$ cat src/rtl/add_sub_serial_pkg.sv
// ----------------------------------------------------------------------------
// add_sub_serial_pkg
// Shared types and constants for the serial adder/subtractor.
//   state_e   : controller state (IDLE, ADD, DONE), 2-bit encoding
//   MODE_ADD  : value of 'sub' that selects a + b
//   MODE_SUB  : value of 'sub' that selects a - b
// ----------------------------------------------------------------------------
package add_sub_serial_pkg;

    typedef enum logic [1:0] {
        IDLE = 2'd0,
        ADD  = 2'd1,
        DONE = 2'd2
    } state_e;

    localparam logic MODE_ADD = 1'b0;
    localparam logic MODE_SUB = 1'b1;

endpackage : add_sub_serial_pkg

$ cat src/rtl/add_sub_serial_slice.sv
// ----------------------------------------------------------------------------
// add_sub_serial_slice
// Combinational STEP-bit ripple-carry adder used once per cycle by the
// serial datapath.
//   x, y  : in  STEP   slice operands
//   cin   : in  1      carry into bit 0
//   s     : out STEP   slice sum
//   cout  : out 1      carry out of the top bit
//   c_msb : out 1      carry into the top bit (needed for signed overflow)
// ----------------------------------------------------------------------------
module add_sub_serial_slice #(
    parameter int STEP = 1
) (
    input  logic [STEP-1:0] x,
    input  logic [STEP-1:0] y,
    input  logic            cin,
    output logic [STEP-1:0] s,
    output logic            cout,
    output logic            c_msb
);

    // c[i] is the carry into bit i; c[STEP] is the slice carry-out.
    logic [STEP:0] c;

    always_comb begin
        c    = '0;
        s    = '0;
        c[0] = cin;
        for (int i = 0; i < STEP; i++) begin
            s[i]   = x[i] ^ y[i] ^ c[i];
            c[i+1] = (x[i] & y[i]) | (c[i] & (x[i] ^ y[i]));
        end
    end

    assign cout  = c[STEP];
    assign c_msb = c[STEP-1];

endmodule : add_sub_serial_slice

$ cat src/rtl/add_sub_serial_param.sv
// ----------------------------------------------------------------------------
// add_sub_serial_param
// Serial adder/subtractor: latches two WIDTH-bit operands on a start request
// and processes STEP bits per cycle, LSB slice first, over N = WIDTH/STEP
// cycles. Reports result, carry-out and two's-complement overflow.
//   clk   : in  1      clock, rising edge
//   rst   : in  1      synchronous active-high reset
//   en    : in  1      start request, honoured in IDLE and DONE only
//   sub   : in  1      0 = a + b, 1 = a - b (latched on start)
//   a, b  : in  WIDTH  operands (latched on start)
//   out   : out WIDTH  result, valid while done = 1
//   cout  : out 1      final carry-out (subtract: 1 = no borrow)
//   ovf   : out 1      signed overflow
//   busy  : out 1      high while in ADD
//   done  : out 1      high while in DONE (result held)
// ----------------------------------------------------------------------------
module add_sub_serial_param
    import add_sub_serial_pkg::*;
#(
    parameter int WIDTH = 8,
    parameter int STEP  = 1
) (
    input  logic             clk,
    input  logic             rst,
    input  logic             en,
    input  logic             sub,
    input  logic [WIDTH-1:0] a,
    input  logic [WIDTH-1:0] b,
    output logic [WIDTH-1:0] out,
    output logic             cout,
    output logic             ovf,
    output logic             busy,
    output logic             done
);

    localparam int N  = WIDTH / STEP;
    localparam int CW = (N > 1) ? $clog2(N) : 1;

    generate
        if ((WIDTH < 2) || (STEP < 1) || ((WIDTH % STEP) != 0)) begin : g_param_check
            $error("add_sub_serial_param: WIDTH must be >= 2 and divisible by STEP");
        end
    endgenerate

    state_e           state_q, state_d;
    logic [CW-1:0]    count_q, count_d;
    logic [WIDTH-1:0] a_q, a_d;
    logic [WIDTH-1:0] b_q, b_d;
    logic [WIDTH-1:0] out_q, out_d;
    logic             carry_q, carry_d;
    logic             cout_q, cout_d;
    logic             ovf_q, ovf_d;

    logic [STEP-1:0]  slice_s;
    logic             slice_c;
    logic             slice_c_msb;
    logic             last_slice;

    add_sub_serial_slice #(
        .STEP (STEP)
    ) u_slice (
        .x     (a_q[STEP-1:0]),
        .y     (b_q[STEP-1:0]),
        .cin   (carry_q),
        .s     (slice_s),
        .cout  (slice_c),
        .c_msb (slice_c_msb)
    );

    assign last_slice = (count_q == CW'(N - 1));

    always_comb begin
        state_d = state_q;
        count_d = count_q;
        a_d     = a_q;
        b_d     = b_q;
        out_d   = out_q;
        carry_d = carry_q;
        cout_d  = cout_q;
        ovf_d   = ovf_q;

        unique case (state_q)
            IDLE, DONE: begin
                if (en) begin
                    // Subtraction is a + ~b + 1: invert B here and seed the
                    // ripple carry with 1.
                    state_d = ADD;
                    a_d     = a;
                    b_d     = (sub == MODE_SUB) ? ~b : b;
                    carry_d = (sub == MODE_SUB);
                    out_d   = '0;
                    count_d = '0;
                    cout_d  = 1'b0;
                    ovf_d   = 1'b0;
                end
            end
            ADD: begin
                // New slice enters at the top of out; after N shifts the
                // first slice has arrived at bit 0.
                out_d   = (out_q >> STEP) | (WIDTH'(slice_s) << (WIDTH - STEP));
                a_d     = a_q >> STEP;
                b_d     = b_q >> STEP;
                carry_d = slice_c;
                count_d = count_q + CW'(1);
                if (last_slice) begin
                    state_d = DONE;
                    cout_d  = slice_c;
                    ovf_d   = slice_c_msb ^ slice_c;
                end
            end
            default: begin
                state_d = IDLE;
            end
        endcase
    end

    always_ff @(posedge clk) begin
        if (rst) begin
            state_q <= IDLE;
            count_q <= '0;
            a_q     <= '0;
            b_q     <= '0;
            out_q   <= '0;
            carry_q <= 1'b0;
            cout_q  <= 1'b0;
            ovf_q   <= 1'b0;
        end else begin
            state_q <= state_d;
            count_q <= count_d;
            a_q     <= a_d;
            b_q     <= b_d;
            out_q   <= out_d;
            carry_q <= carry_d;
            cout_q  <= cout_d;
            ovf_q   <= ovf_d;
        end
    end

    assign out  = out_q;
    assign cout = cout_q;
    assign ovf  = ovf_q;
    assign busy = (state_q == ADD);
    assign done = (state_q == DONE);

endmodule : add_sub_serial_param

$ cat config.mk
export PLATFORM = sky130hd
export DESIGN_NAME = add_sub_serial_param
export DESIGN_NICKNAME = d
export VERILOG_FILES = /design/src/rtl/add_sub_serial_pkg.sv /design/src/rtl/add_sub_serial_slice.sv /design/src/rtl/add_sub_serial_param.sv
export SDC_FILE = /design/constraint.sdc
export NUM_CORES = 1
export LEC_CHECK = 0
export CAP_MARGIN = 20
export CORE_ASPECT_RATIO = 1.1
export CORE_MARGIN = 3
export CORE_UTILIZATION = 30
export CTS_CLUSTER_DIAMETER = 50
export DETAILED_ROUTE_END_ITERATION = 8
export PLACE_DENSITY_LB_ADDON = 0.25
export RECOVER_POWER = 100
export SYNTH_ARGS = -nofsm -noshare
export SYNTH_HDL_FRONTEND = slang
export SYNTH_HIERARCHICAL = 1
export SYNTH_SLANG_ARGS = --single-unit
$ cat constraint.sdc
create_clock -name clk -period 1.11 [get_ports clk]
set_input_delay 0.2775 -clock clk [delete_from_list [all_inputs] [get_ports clk]]
set_output_delay 0.2775 -clock clk [all_outputs]
set_load 0.05 [all_outputs]
Word level (Yosys, flattened, before mapping)
Cells that the tools add are included.
{"block": "word_totals", "reg_bits": 32, "output_inout_bits": 12, "wordCells": 47}
{"block": "op_classes", "n_addsub": 1, "eq_ne": 5, "muxes": 19, "bitwise_logic": 8, "n_reduce_logical": 6}
{"operator": "$pmux 8 s2", "count": 3}
{"operator": "$mux 8", "count": 4}
{"operator": "$not 8->8", "count": 1}
{"operator": "$or 7x8->8", "count": 1}
{"operator": "$pmux 1 s2", "count": 3}
{"operator": "$pmux 3 s2", "count": 1}
{"operator": "$mux 1", "count": 4}
{"operator": "$mux 2", "count": 2}
{"operator": "$pmux 2 s2", "count": 1}
{"operator": "$reduce_and 2->1", "count": 2}
{"operator": "$add 3x1->3 const B", "count": 1}
{"operator": "$eq 3x3->1 const B", "count": 1}
{"operator": "$mux 3", "count": 1}
{"operator": "$reduce_and 3->1", "count": 1}
{"operator": "$xor 1x1->1", "count": 3}
{"operator": "$and 1x1->1", "count": 2}
{"operator": "$eq 2x1->1 const B", "count": 1}
{"operator": "$eq 2x2->1 const B", "count": 1}
{"operator": "$logic_not 2->1", "count": 1}
{"operator": "$ne 2x1->1 const B", "count": 1}
{"operator": "$ne 2x2->1 const B", "count": 1}
{"operator": "$reduce_bool 2->1", "count": 1}
{"operator": "$reduce_or 2->1", "count": 1}
{"operator": "$or 1x1->1", "count": 1}

Depth between registers and ports, before layout
Gate-level depths: netlist of the first run.
{"block": "logic_depth", "depth_word": 6, "ltp_mapped": 6}

Modules after synthesis
The synthesis of the first run kept the hierarchy.
{"module": "add_sub_serial_param", "n_inst": 1, "cells_per_inst": 158, "area_each_um2": 1435.1, "seq_area_each_um2": 640.6}
{"module": "add_sub_serial_slice", "n_inst": 1, "cells_per_inst": 2, "area_each_um2": 27.5, "seq_area_each_um2": 0.0}

Worst setup path after synthesis of the first run
OpenSTA, ideal clock, no wires.
{"block": "synth_path", "path_kind": "flip-flop to flip-flop", "startpoint": "register state_q[0]", "endpoint": "register state_q[1]", "setup_ns": 0.070, "t_arrival_ns": 1.311, "t_required_ns": 1.040, "path_slack_ns": -0.271, "stages_incl_launch_ff": 4, "n_path_buf": 0, "period_less_slack_ns": 1.381, "cell_sequence": "dfxtp_1 > nor2b_1 > nand2b_1 > a21oi_1"}
{"block": "synth_between", "elab_chain_len": 4}
{"item": "start, declared", "line": "add_sub_serial_param.sv:45", "text": "state_e state_q, state_d;"}
{"item": "start signal, assigned", "line": "add_sub_serial_param.sv:128", "text": "state_q <= state_d;"}
{"item": "$eq 2x2->1 *"}
{"item": "via done", "line": "add_sub_serial_param.sv:33", "text": "output logic done"}
{"item": "$reduce_or 2->1 *", "line": "add_sub_serial_param.sv:82", "text": "unique case (state_q)"}
{"item": "$ne 2x2->1 (no source line)"}
{"item": "$reduce_and 2->1 (no source line)"}
Mark *: on every way through the listed nets, which the timed path passes. The rest lies on a longest branch.
A chain may end at the register's enable or synchronous reset.

Worst setup path after layout of the first run
{"block": "layout_path", "startpoint": "register state_q[1]", "endpoint": "output busy"}
{"block": "layout_between", "elab_chain_len": 1}
{"item": "$eq 2x1->1", "line": "add_sub_serial_param.sv:142", "text": "assign busy = (state_q == ADD);"}
{"item": "end, declared", "line": "add_sub_serial_param.sv:32", "text": "output logic busy,"}
No other way between the ends.

==> results of run 1 <==
## kinds of logic (layout without fill, tap and decap cells)
logic type / count (synthesis) / after routing / synth area share
DFF: 32 / 32 / 0.438
and+or+nand+nor: 52 / 52 / 0.177
AOI/OAI and AO/OA: 47 / 47 / 0.211
buffers and inverters: 17 / 70 / 0.0890
adders and majority gates: 3 / 3 / 0.0308
xor gates and xnor gates: 9 / 9 / 0.0539
## sequential cells by signal, summed over array words and instances, names as in the netlist
register,cells
a_q,8
b_q,8
carry_q,1
count_q,3
cout,1
out,8
ovf,1
state_q,2
## metal layers
layer  vias to the layer above  global-route usage  part of all wire
li1                        668                   -                 -
met1                       658               0.142              0.41
met2                        28               0.234              0.53
met3                         7              0.0506             0.049
met4                         0              0.0683             0.017
met5                         -                   0                 0
## power by group
group | internal, mW | switching [mW] | leakage (nW)
Clock | 0.792 | 0.447 | 0.0645
Sequential | 1.19 | 0.0483 | 0.270
Combinational | 0.380 | 0.329 | 0.696
Total | 2.36 | 0.825 | 1.03
## timing repair
action / 4_1_cts / 5_1_grt
setup endpoints to repair: 35 / 41
gates resized for setup: 36 / 62
cloned: 0 / 5
buffers inserted: 3 / 8
pin swaps: 7 / 42
## synth_stat cells
cell type,number,area share
nand2b_1,2,0.0086
a21oi_1,22,0.075
buf_4,6,0.031
ha_1,2,0.017
clkbuf_1,1,0.0026
nor2b_1,2,0.0086
a22oi_1,15,0.077
nand3b_1,1,0.0051
fa_1,1,0.014
dfxtp_1,32,0.44
nand2b_2,2,0.012
inv_2,1,0.0026
dlygate4sd1_1,1,0.0060
nor2_1,1,0.0026
xor2_1,9,0.054
buf_2,4,0.014
buf_6,3,0.023
nand2_1,12,0.031
o21a_1,1,0.0051
nand3_1,32,0.11
a21oi_2,9,0.054
buf_8,1,0.010
## layout by cell type, fill, tap and decap left out
cell type and instances:
nor2_1 1, a21oi_2 17, nand2b_4 2, nor2b_4 1, bufinv_16 1, nand3_1 27
dfxtp_2 8, nand3_2 4, nor2b_2 1, a22oi_2 15, nand2b_2 1, clkbuf_16 3
ha_4 1, nand2_2 1, buf_8 4, nand3_4 1, nand2_4 9, dfxtp_4 7
clkdlybuf4s50_1 18, xor2_1 9, buf_4 11, nand3b_1 1, buf_2 1, a21oi_1 14
dfxtp_1 17, buf_6 7, inv_4 1, dlymetal6s2s_1 1, clkbuf_8 9, buf_12 14
nand2_1 2, o21a_1 1, fa_2 1, nand2b_1 1, ha_2 1
## worst min path at each step
| stage | endpoint | depth (start not counted) |
|---|---|---|
| detailed placement | b_q[1] | 2 |
| global route | state_q[1] | 3 |
| finish | state_q[1] | 3 |
| global placement | b_q[7] | 2 |
| floorplan | a_q[1] | 1 |
| CTS | b_q[1] | 2 |
## stage by stage
| stage | setup slack (ns) | hold WS (ns) | cells | total power [mW] | utilization |
|---|---|---|---|---|---|
| after floorplan | 0.00445 | 0.347 | 160 | 1.54 | - |
| after global placement | -0.330 | 0.452 | 246 | 1.70 | 0.425 |
| after detailed placement | -0.363 | 0.462 | 246 | 1.72 | 0.425 |
| after CTS | -0.239 | 0.471 | 257 | 3.02 | 0.481 |
| after global routing | -0.283 | 0.365 | 269 | 3.32 | 0.560 |
| final | -0.249 | 0.343 | 269 | 3.19 | 0.560 |
## layout make-up
| type | count | area, µm² | area share |
|---|---|---|---|
| well taps | 56 | 70.1 | 0.0267 |
| multi-input cells | 111 | 940 | 0.358 |
| repair buffers | 61 | 802 | 0.306 |
| clock inverters | 1 | 30.0 | 0.0115 |
| clock buffers | 7 | 96.3 | 0.0368 |
| inverters | 1 | 6.26 | 0.00239 |
| flip-flops and latches | 32 | 677 | 0.258 |
## worst reg2reg max path: stages, from the launching register on
cell,delay [ns]
dfxtp_2,0.35
nand2b_4,0.15
inv_4,0.04
buf_4,0.13
buf_6,0.12
clkbuf_16,0.15
a22oi_2,0.17
a21oi_2,0.07
==> impl_metrics.csv, run 1 <==
group,metric,value,unit
critical_path,required,0.83,ns
layout,nFillCells,383,
detailed_routing,vias,1361,
detailed_routing,wl_per_cell,15.7,µm
clocking,clockBufferDepth,2,
synthesis,ys_seq_elements,32,
synthesis,syn_area,1460,µm²
clocking,clock_latency,0.29,ns
pwr,vdd_drop_max,0.844,mV
layout,fin_nets,235,
detailed_routing,viasPerCell,5.06,
detailed_routing,drtIter0Drc,49,
critical_path,worstPathArrival,1.08,ns
critical_path,r2r.worst_path.cells,7,
floorplan,ios,32,
synthesis,ys_warn_count,6,
placed_design,place.gp.congestion,0.734,
global_routing,grt_max_degree,33,
synthesis,synth_cell_types,22,
critical_path,crit_family,"flip-flops",
global_routing,grtUsageTotal,0.136,
detailed_routing,drtAntennaViolNets,0,
critical_path,crit_top_cell,"buf_12",
run_status,status,"finished with violations",
critical_path,crit_end,"busy",
global_routing,grt_pass1_wl,5940,µm
timing,setup_tns,-4.36,ns
synthesis,syn_nets,183,
run_status,violations,"setup timing",
synthesis,yosysSeqAreaShare,0.438,
timing,slew_viol_final,0,
timing,tightest_slew,0.198,ns
critical_path,start_kind,"register",
timing,max-slew-margin-rel,0.868,
floorplan,die_w,72.6,µm
synthesis,synth.avg_cell_area,9.14,µm²
critical_path,cp-startpoint,"state_q[1]",
timing,setup_viol,32,
pwr,power_leakage,1.03,nW
pwr,power.density,1220,nW/µm²
global_routing,grt_pass1_vias,1292,
timing,fmax,736,MHz
critical_path,crit_chain,"nand2b_4, inv_4, buf_12, buf_12",
critical_path,cp_slowest_cell,"dfxtp_2",
clocking,postCtsHoldBufs,0,
floorplan,core,4680,µm²
detailed_routing,drc,0,
layout,insertedDiodeCount,0,
global_routing,antenna_found_initial,0,
floorplan,die_area,5750,µm²
timing,finClkSkew,0.00749,ns
clocking,clk_pin_slew_worst_paths,0.06,ns
critical_path,rrSetupSlack,-0.17,ns
floorplan,row_count,26,
clocking,cts_max_level,2,
placed_design,dpl_cell_area,1990,µm²
timing,finalCritPeriodShare,1.22,
critical_path,max_stage_delay,0.35,ns
detailed_routing,drtPass1Iterations,4,
run,drv_cap,0,
critical_path,path_depth,4,
critical_path,critPathKind,"register to primary output",
clocking,clock_sinks,32,
min_path,hold_path.class,"input pin to register",
critical_path,cp.buffers_inverters,3,
floorplan,fp.dieH,79.2,µm
timing,finalHoldViolCount,0,
timing,rsz0062_at_grt,"yes",
clocking,cts_buffers,5,
global_routing,grt_overflow,0,
critical_path,cp-end-kind,"primary output",
timing,period_needed,1.36,ns
layout,drive_gt1_frac,0.568,
timing,fin_ws,-0.249,ns
detailed_routing,wirelength,4220,µm
critical_path,cp_max_fo,3,
layout,design_area,2620,µm²
synthesis,synthCells,160,
placed_design,port-buffer-count,31,
critical_path,r2r_end,"b_q[2]",
clocking,cts-root-buf,"clkbuf_8",
clocking,cts_tree,"done",
layout,area_delta_synth_final,79.2,%
critical_path,worstReg2RegStart,"state_q[1]",
min_path,min_from,"en",
placed_design,dp_hpwl,2320,µm
floorplan,start_util,0.312,
(Power assumes the default switching activity.)
==> inputs of run 2 (changes only) <==
Settings changed: CORE_ASPECT_RATIO 1.1 to 2, HOLD_SLACK_MARGIN from default to 0.1.
==> run 2 against run 1 <==
The run still ends with setup timing left. Power decreased by 13%. Clock skew is 0.0042 ns lower. Combinational power decreased by 12%. Via count down 1.9%. Flip-flop and latch count is the same. Routed wire length down 12%. Final area fell by 7.9%. Non-clock buffer count is 8 lower. Register-to-register slack better by 0.05 ns. Worst setup slack gained 0.026 ns. Cell count is 3.3% lower. Largest cell class unchanged. Largest power group unchanged.
==> impl_metrics.csv, run 2 (synthesis gave the netlist of run 1 again) <==
group,metric,value,unit
global_routing,grtUsageTotal,0.134,
timing,fin_ws,-0.223,ns
placed_design,place.gp.congestion,0.738,
floorplan,row_count,35,
critical_path,worstReg2RegStart,"state_q[1]",
critical_path,start_kind,"register",
pwr,power_leakage,0.926,nW
timing,period_needed,1.33,ns
clocking,clock_latency,0.28,ns
clocking,cts_buffers,5,
detailed_routing,drc,0,
global_routing,grt_max_degree,33,
floorplan,core,4640,µm²
global_routing,grt_pass1_vias,1462,
critical_path,r2r_end,"out[2]",
run_status,violations,"setup timing",
clocking,clk_pin_slew_worst_paths,0.06,ns
critical_path,critPathKind,"register to primary output",
floorplan,die_area,5800,µm²
floorplan,fp.dieH,105,µm
clocking,clockBufferDepth,2,
detailed_routing,viasPerCell,5.13,
critical_path,cp-end-kind,"primary output",
placed_design,dp_hpwl,2500,µm
clocking,clock_sinks,32,
critical_path,required,0.83,ns
run,drv_cap,0,
timing,finClkSkew,0.00324,ns
timing,finalCritPeriodShare,1.20,
placed_design,port-buffer-count,31,
min_path,hold_path.class,"input pin to register",
min_path,holdPathEnd,"state_q[1]",
timing,setup_viol,31,
layout,nFillCells,460,
layout,fin_nets,227,
timing,fmax,750,MHz
detailed_routing,drtPass1Iterations,4,
detailed_routing,wirelength,3730,µm
critical_path,worstPathArrival,1.06,ns
timing,max-slew-margin-rel,0.871,
clocking,cts-root-buf,"clkbuf_8",
clocking,cts_max_level,2,
min_path,hold_depth,3,
layout,area_delta_synth_final,65.0,%
detailed_routing,wl_per_cell,14.3,µm
critical_path,r2r.worst_path.cells,8,
global_routing,grt_overflow,0,
timing,tightest_slew,0.193,ns
floorplan,start_util,0.315,
timing,slew_viol_final,0,
detailed_routing,drtAntennaViolNets,0,
pwr,power.total,2.78,mW
timing,finalHoldViolCount,0,
detailed_routing,vias,1335,
global_routing,grt_pass1_wl,6310,µm
timing,rsz0062_at_grt,"yes",
min_path,min_from,"en",
detailed_routing,drtIter0Drc,26,
clocking,cts_tree,"done",
layout,layout_common_cells,"nand3_1 (31), dfxtp_1 (18), clkdlybuf4s50_1 (18)",
placed_design,post-place-ws,-0.341,ns
critical_path,rrSetupSlack,-0.12,ns
critical_path,cp_max_fo,3,
layout,drive_gt1_frac,0.507,
pwr,vdd_drop_max,0.768,mV
layout,insertedDiodeCount,0,
floorplan,ios,32,
clocking,postCtsHoldBufs,0,
run_status,status,"finished with violations",
global_routing,antenna_found_initial,0,
floorplan,die_w,55.4,µm
pwr,power.density,1150,nW/µm²
layout,final_common_cell,"nand3_1",
layout,final_core_util,0.520,
## run 2: layer usage
| metal | vias up | wire length, µm | global-route usage |
|---|---|---|---|
| met5 | - | 0 | 0 |
| li1 | 649 | - | - |
| met1 | 644 | 1410 | 0.132 |
| met4 | 0 | 119 | 0.0713 |
| met2 | 30 | 2040 | 0.246 |
| met3 | 12 | 151 | 0.0371 |
## run 2: layout make-up
class                      count  area, µm²  area share
clock buffer                   8       90.1      0.0373
inverter                       1       6.26     0.00259
multi-input combinational    111        903       0.374
sequential                    32        668       0.277
tap                           55       68.8      0.0285
timing repair buffer          53        677       0.280
## run 2: where the power goes
| part | internal, mW | switching, mW |
|---|---|---|
| clock network | 0.505 | 0.410 |
| registers | 1.20 | 0.0456 |
| logic | 0.327 | 0.295 |
| total | 2.03 | 0.751 |
## run 2: critical path, stage by stage (launching register included)
cell	delay [ns]
dfxtp_2	0.33
nand2b_4	0.14
inv_4	0.04
buf_12	0.12
buf_12	0.14
## run 2: through the flow
step | cells | setup TNS, ns | hold WS [ns] | area (µm²)
CTS | 257 | -1.56 | 0.478 | 2270
floorplan | 160 | 0 | 0.347 | 1470
finish | 260 | -2.39 | 0.389 | 2410
global route | 260 | -3.90 | 0.422 | 2410
global placement | 246 | -8.23 | 0.454 | 2000
detailed placement | 246 | -8.94 | 0.468 | 2000
## run 2: worst max path at each step
stage                  end  slack [ns]  depth (start not counted)        from
floorplan              ovf       0.004                          4     carry_q
global placement    a_q[0]       -0.32                          5          en
detailed placement  b_q[2]       -0.34                          5          en
CTS                   busy       -0.23                          4  state_q[1]
global route          busy       -0.25                          4  state_q[1]
finish                busy       -0.22                          4  state_q[1]
## run 2: what timing repair did
action	in CTS	in global routing
cloned	0	1
pin swaps	18	13
buffers inserted	3	2
gates resized for setup	45	40
endpoints found under the setup margin	39	36
==> inputs of run 3 (changes only) <==
Settings changed: PLACE_DENSITY from default to 0.54, PLACE_DENSITY_LB_ADDON 0.25 to default.
==> run 3 against run 2 <==
The flow still finishes with violations (setup timing). Count of clock-buffer cells in the layout shrank 2. Cell count is 1.2% higher. Power decreased by 2.2%. Sequential power about the same. Via count is 0.97% higher. Largest power group unchanged. Highest routed layer unchanged.
==> impl_metrics.csv, run 3 (synthesis gave the netlist of run 1 again) <==
group,metric,value,unit
critical_path,start_kind,"register",
run_status,violations,"setup timing",
layout,design_area,2480,µm²
critical_path,worstReg2RegStart,"state_q[1]",
global_routing,met3_usage,0.0346,
placed_design,port-buffer-count,31,
critical_path,cp_max_fo,3,
run_status,status,"finished with violations",
global_routing,grt_overflow,0,
clocking,postCtsHoldBufs,0,
floorplan,start_util,0.315,
clocking,cts_buffers,5,
detailed_routing,wl_per_cell,14.7,µm
layout,drive_gt1_frac,0.543,
detailed_routing,wirelength,3860,µm
detailed_routing,drtIter0Drc,22,
clocking,clock_sinks,32,
global_routing,antenna_found_initial,0,
layout,fin_nets,231,
clocking,cts_tree,"done",
critical_path,cp-startpoint,"state_q[1]",
clocking,clk_pin_slew_worst_paths,0.06,ns
placed_design,dpl_cell_area,2000,µm²
placed_design,dp_hpwl,2340,µm
min_path,hold_depth,3,
global_routing,grt_max_degree,33,
global_routing,top_usage_layer,"met2",
clocking,cts-root-buf,"clkbuf_8",
timing,setup_viol,32,
floorplan,ios,32,
timing,finalHoldViolCount,0,
clocking,cts_max_level,2,
critical_path,r2r.worst_path.cells,8,
detailed_routing,drtAntennaViolNets,0,
global_routing,grt_pass1_vias,1317,
timing,fin_ws,-0.217,ns
floorplan,die_area,5800,µm²
critical_path,critPathKind,"register to primary output",
min_path,hold_path.class,"input pin to register",
timing,finClkSkew,0.00643,ns
layout,final_common_cell,"nand3_1",
critical_path,required,0.83,ns
critical_path,worstPathArrival,1.05,ns
floorplan,fp.dieH,105,µm
floorplan,die_w,55.4,µm
detailed_routing,drc,0,
layout,area_delta_synth_final,69.6,%
pwr,vdd_drop_max,0.933,mV
layout,final_core_util,0.535,
detailed_routing,viasPerCell,5.13,
layout,insertedDiodeCount,0,
floorplan,row_count,35,
timing,fmax,754,MHz
min_path,min_from,"en",
global_routing,grt_util_met2,0.227,
detailed_routing,drtPass1Iterations,4,
global_routing,grtUsageTotal,0.125,
global_routing,use_met1,0.123,
critical_path,cp-end-kind,"primary output",
timing,whs,0.360,ns
critical_path,rrSetupSlack,-0.17,ns
timing,period_needed,1.33,ns
placed_design,place.gp.congestion,0.718,
timing,max-slew-margin-rel,0.875,
global_routing,grt_pass1_wl,5840,µm
layout,layout_common_cells,"nand3_1 (25), dfxtp_1 (18), clkdlybuf4s50_1 (18)",
pwr,power_leakage,0.939,nW
timing,slew_viol_final,0,
timing,tightest_slew,0.187,ns
detailed_routing,vias,1348,
clocking,clockBufferDepth,2,
floorplan,core,4640,µm²
timing,rsz0062_at_grt,"yes",
pwr,power.density,1100,nW/µm²
run,drv_cap,0,
clocking,clock_latency,0.28,ns
timing,finalCritPeriodShare,1.20,
run 3: layout make-up:
| cell class | instances | area (µm²) |
|---|---|---|
| repair buffers | 57 | 742 |
| inverters | 1 | 6.26 |
| clock buffers | 6 | 72.6 |
| well taps | 55 | 68.8 |
| clock inverters | 1 | 5.00 |
| multi-input cells | 111 | 923 |
| fillers | 428 | 2160 |
| flip-flops and latches | 32 | 663 |
run 3: worst paths after layout:
kind,end
worst max-delay path,busy
worst min-delay path,state_q[1]
worst max register to register,out[6]
worst min register to register,cout
run 3: critical path, stage by stage, from the launching register on:
cell and delay [ns]:
dfxtp_2 0.34, nand2b_4 0.14, inv_4 0.04, buf_12 0.12
buf_12 0.14
run 3: timing repair:
action                     4_1_cts  5_1_grt
setup endpoints to repair       38       35
pin swaps                        3       26
setup buffers                    3        4
gates cloned                     0        3
resized for setup               29       64
run 3: power by group:
part           total, mW  internal (mW)  switching (mW)
Clock              0.820          0.425           0.395
Sequential          1.25           1.21          0.0488
Combinational      0.650          0.344           0.306
Total               2.72           1.97           0.749
run 3: per-layer routing:
layer  vias to the layer above  wire length, µm  part of all wire
met5                         -                0                 0
met4                         0              110             0.029
met3                        11              152             0.039
met2                        30             2220              0.58
met1                       648             1370              0.36
li1                        659                -                 -
run 3: per-stage QoR:
step | cells | setup WS (ns) | power, mW | TNS [ns]
final | 263 | -0.217 | 2.72 | -2.36
after global routing | 263 | -0.255 | 2.85 | -4.10
after CTS | 256 | -0.221 | 2.62 | -1.45
after detailed placement | 246 | -0.354 | 1.72 | -8.93
after global placement | 246 | -0.323 | 1.71 | -8.32
after floorplan | 160 | 0.00445 | 1.54 | 0
==> RTL change 1: new RTL, flow settings as in run 2 <==
Reset style: asynchronous (`rst`), changed in one clocked block. Comments in the files are not updated.
--- a/src/rtl/add_sub_serial_param.sv
+++ b/src/rtl/add_sub_serial_param.sv
@@ -115,5 +115,5 @@
     end
 
-    always_ff @(posedge clk) begin
+    always_ff @(posedge clk or posedge rst) begin
         if (rst) begin
             state_q <= IDLE;
Function: differs if rst is asserted again (counterexample within 4 cycles, from zero or initial values and one cycle with rst high); with rst held inactive, the same outputs for 10 cycles.
==> RTL change 1 against run 2 <==
The flow still finishes with violations (negative setup slack); first-iteration DRC count decreased by 58%; die area rose by 0.23%; routed wire length down 16%; final area shrank 3.7%; sequential cell count did not move; non-clock buffer count up 9; area after synthesis up 0.26%; setup slack lost 0.17 ns; global-route usage fell by 1.4 points; via count down 20%; count of clock-buffer cells in the layout is 3 lower.
Power is not compared: it rests on default switching activity, and its combinational part moved more than twofold at a synthesized area within 25%.
==> RTL change 1: results (changes against run 2) <==
- The cell count after placement is 205 (-17%).
- The final setup slack of the worst path is -0.3912 ns (-0.1683 ns).
- The highest net fanout along the worst path is 2 (-1).
- The transition time at the pin with the least slew margin is 0.4279 ns (+0.2346 ns).
- The mean instance size in the synthesized netlist is 13.09 um2 (+43%).
- The total routing resource utilization after global routing was 11.98% (-1.4 points).
- The sum of met2 wire segment lengths after detailed routing came to 1.791 mm (-12%).
- The classification of the worst-slack hold path is reg -> reg.
- The minimum setup slack among reg-to-reg paths is -0.32 ns (-0.20 ns).
- Counting instances in the post-synthesis netlist gives the leading cell types as sky130_fd_sc_hd__dfrtp_1 (32), sky130_fd_sc_hd__a22o_1 (20), sky130_fd_sc_hd__a21o_1 (8), sky130_fd_sc_hd__xnor2_1 (8).
- For hold timing, the worst endpoint is a_q[3].
- The endpoint identified for the worst register-to-register timing path is out[0].
- The number of global-route vias before repair is 1165 (-20%).
- The arrival time reported for the critical path endpoint is 1.22 ns (+0.16 ns).
- The flow ran to the end, but the final reports show violations.
- The total setup violations reported at the end of the flow is 43 (+39%).
- The first-iteration detailed-routing DRC count is 11 (-58%).
- The total length of routed met3 wires is 109 um (-28%).
- The met1 track utilization from global routing is 12.67% (-0.53 points).
- The adder-cell share of the synthesized area is 3.072% (-0.0079 points).
- The cell depth of the worst flop-to-flop path is 5 (-3).
- The xor-xnor portion of the synthesized cell area is 5.375% (-0.014 points).
- The share of post-route cells with drive strength above 1 is 36.99% (-14 points).
- The quantity of I/O buffers inserted on ports is 31 (unchanged).
- The global routing usage on met3 was 2.596% (-1.1 points).
- The area of placed instances is 2028 um2 (+1.4%).
- The wire length after detailed routing is 3.148 mm (-16%).
- The final reports fail on negative setup slack.
- The weighted congestion reported at the end of routability-driven placement was 0.7607 (+3.0%).
- The portion of netlist area occupied by mux cells was 0.7679% (+0.77 points).
- The worst hold path stage count came to 1 (-2).
- The timing startpoint of the critical path is state_q[1].
- The routed wire length per instance is 13.81 um (-3.7%).
- The endpoint of the worst setup timing path is done.
- The share of the yosys chip area belonging to registers is 54.61% (+11 points).
- The reg-to-reg critical path startpoint is state_q[0].
- The distinct cell type count after synthesis is 25 (+14%).
- The setup clock skew after layout is 0.004996 ns (+0.001754 ns).
- The post-synthesis async set-or-reset flop share is 100.0% (+100 points).
- The routed metal-1 wire length is 1.165 mm (-18%).
- The net count of the finished layout is 195 (-14%).
- The wire length of the first global-routing pass is 5.423 mm (-14%).
==> RTL change 1: worst max-delay path, stage by stage, from the launching register on <==
cell,delay [ns]
sky130_fd_sc_hd__dfrtp_1,0.39
sky130_fd_sc_hd__buf_6,0.12
sky130_fd_sc_hd__or2b_4,0.20
sky130_fd_sc_hd__clkinvlp_4,0.09
sky130_fd_sc_hd__buf_12,0.15
==> RTL change 1: cell families (layout without fill, tap and decap cells) <==
group	Yosys count	in the layout
adder cells (fa/ha/maj)	3	3
flip-flops	32	32
AND/OR/NAND/NOR	17	17
buffers and inverters	12	73
XOR/XNOR	9	9
multiplexers	1	1
AO/OA/AOI/OAI	38	38
==> RTL change 1: where the power goes <==
group / internal [mW] / total, mW / leakage [nW] / switching, mW
logic: 2.50 / 4.26 / 0.642 / 1.76
clock network: 0.436 / 0.860 / 0.0479 / 0.424
registers: 1.67 / 2.06 / 0.407 / 0.384
==> RTL change 1: area by class of cell <==
cell class	count	area, um2
Fill cell	434	2317
Multi-Input combinational cell	68	598.1
Tap cell	55	68.82
Clock buffer	5	68.82
Clock inverter	3	18.77
Timing Repair Buffer	62	754.5
Inverter	3	15.01
Sequential cell	32	800.8
==> RTL change 1: metrics by stage <==
stage               setup TNS [ns]  hold slack, ns  setup WS [ns]  utilization (%)
floorplan                   -1.623          0.3848        -0.1386                -
global placement            -12.43          0.4606        -0.4670            43.69
detailed placement          -13.20          0.4698        -0.5041            43.69
CTS                         -8.943          0.3464        -0.3935            49.54
global route                -11.31          0.5013        -0.4450            50.08
finish                      -9.121          0.4833        -0.3912            50.08
==> RTL change 1: what timing repair did <==
item | 4_1_cts | 5_1_grt
setup buffers | 11 | 2
gates cloned | 2 | 0
gates resized for setup | 12 | 4
pin swaps | 3 | 7
endpoints found under the hold margin | 0 | 0
setup endpoints to repair | 44 | 44
==> RTL change 2: new RTL, config.mk and constraints of run 2 <==
Without the edit above. The parameter `WIDTH` goes from 8 to 16.
--- a/src/rtl/add_sub_serial_param.sv
+++ b/src/rtl/add_sub_serial_param.sv
@@ -18,5 +18,5 @@
     import add_sub_serial_pkg::*;
 #(
-    parameter int WIDTH = 8,
+    parameter int WIDTH = 16,
     parameter int STEP  = 1
 ) (
Ports: changed (resized a, b and out); port bits go from 32 to 56. No check against the original RTL was run, so the function may have changed too.
==> RTL change 2 against run 2 <==
The flow still finishes with violations (negative setup slack); total power increased by 120%; final area increased by 85%; largest cell class is now non-clock buffers; sequential cell count increased by 25; count of clock-buffer cells in the layout increased by 6; setup slack got worse by 0.038 ns; hold slack got worse by 0.044 ns; maximum frequency decreased by 2.8%; highest routed layer unchanged; area after synthesis increased by 70%; non-clock buffer count increased by 58; routed wire length increased by 99%; global-route usage increased by 2.5 points; register-to-register slack got worse by 0.13 ns.
==> RTL change 2: results (changes against run 2) <==
- The flow ran to the end, but the final reports show violations.
- The checks that failed: negative setup slack.
- The routed metal-1 wire length is 2.799 mm (+98%).
- The first-pass iteration count of the detailed router is 5 (+1).
- The distinct cell type count after synthesis is 24 (+9.1%).
- The total setup violations reported at the end of the flow came to 60 (+94%).
- The endpoint identified for the worst register-to-register timing path is count_q[2].
- The pin count of the biggest net entering global routing is 25 (-24%).
- The clock latency on the worst-skew pair is 0.33 ns (+0.05 ns).
- The total routing resource utilization after global routing came to 15.93% (+2.5 points).
- The share of the yosys chip area belonging to registers is 46.01% (+2.2 points).
- The number of standard cells after synthesis is 285 (+78%).
- The detailed-placement wirelength estimate came to 4.251 mm (+70%).
- The peak ir drop on the vdd network is 816.0 uV (+6.2%).
- The final-layout worst hold slack is 0.3446 ns (-0.04434 ns).
- The leakage dissipation is 1.683 nW (+82%).
- The minimum setup slack among reg-to-reg paths is -0.25 ns (-0.13 ns).
- The routed wire length per instance is 15.56 um (+8.6%).
- The post-layout instance count excluding filler cells was 477 (+83%).
- For hold timing, the worst endpoint is count_q[3].
- The worst slew margin relative to its limit is 81.93% (-5.2 points).
- The number of global-route vias before repair is 2468 (+69%).
- The final setup slack of the worst path is -0.2608 ns (-0.03782 ns).
- The met1 track utilization from global routing came to 15.74% (+2.5 points).
- The arrival time reported for the critical path endpoint was 1.09 ns (+0.03 ns).
[RTL change 2: cell types whose count changed in the layout (fill, tap and decap cells not counted), moves of 7 or more]
cell,before,now
sky130_fd_sc_hd__buf_4,9,28
sky130_fd_sc_hd__a21oi_2,14,5
sky130_fd_sc_hd__nand3_1,31,54
sky130_fd_sc_hd__buf_12,12,28
sky130_fd_sc_hd__dfxtp_1,18,36
sky130_fd_sc_hd__a21oi_1,17,50
sky130_fd_sc_hd__clkdlybuf4s50_1,18,33
sky130_fd_sc_hd__nand2_1,2,18
sky130_fd_sc_hd__xor2_1,7,17
sky130_fd_sc_hd__clkbuf_16,1,10
sky130_fd_sc_hd__a22oi_2,15,30
sky130_fd_sc_hd__nand2_4,7,0
[RTL change 2: stage by stage]
step,setup TNS (ns),power [mW]
2_1_floorplan,-1.800,2.732
3_3_place_gp,-20.63,3.072
3_5_place_dp,-20.30,3.084
4_1_cts,-7.099,5.930
5_1_grt,-13.12,6.217
6_report,-9.914,6.013
[RTL change 2: logic make-up (layout without fill, tap and decap cells)]
kind of cell	count (synthesis)	count (layout)	share of synthesized area (%)
xor gates and xnor gates	17	17	6.004
adders and majority gates	2	2	1.312
buffers and inverters	33	129	7.215
AOI/OAI and AO/OA	90	90	21.70
DFF	57	57	46.01
muxes	2	2	1.211
and+or+nand+nor	84	84	16.55
[RTL change 2: layout make-up]
class / count / area, um2 / area share (%)
Timing Repair Buffer: 111 / 1469 / 32.91
Multi-Input combinational cell: 195 / 1378 / 30.87
Sequential cell: 57 / 1187 / 26.61
Clock buffer: 14 / 284.0 / 6.364
Tap cell: 96 / 120.1 / 2.691
Inverter: 2 / 15.01 / 0.3364
Clock inverter: 2 / 10.01 / 0.2243
[RTL change 2: how the worst max path moves through the flow]
stage,slack (ns),endpoint,from,cells after the start
final,-0.26,busy,state_q[1],4
after global routing,-0.29,b_q[14],state_q[0],7
after CTS,-0.26,busy,state_q[1],4
after detailed placement,-0.40,b_q[0],en,5
after global placement,-0.39,b_q[0],en,5
after floorplan,-0.09,count_q[3],state_q[1],6
[RTL change 2: timing repair]
| item | CTS | global route |
|---|---|---|
| setup buffers | 18 | 4 |
| pin swaps | 6 | 20 |
| hold endpoints to repair | 0 | 0 |
| endpoints found under the setup margin | 77 | 73 |
| cloned | 6 | 1 |
| hold buffers | 0 | 0 |
| gates resized for setup | 52 | 30 |
[RTL change 2: worst min-delay path: stages]
cell,delay (ns)
sky130_fd_sc_hd__buf_2,0.14
sky130_fd_sc_hd__nor2_1,0.09
sky130_fd_sc_hd__mux2_4,0.14
[RTL change 2: report_power, final]
group	switching (mW)	total [mW]	internal, mW
Sequential	0.0729	2.21	2.14
Clock	0.919	2.66	1.74
Combinational	0.513	1.14	0.626
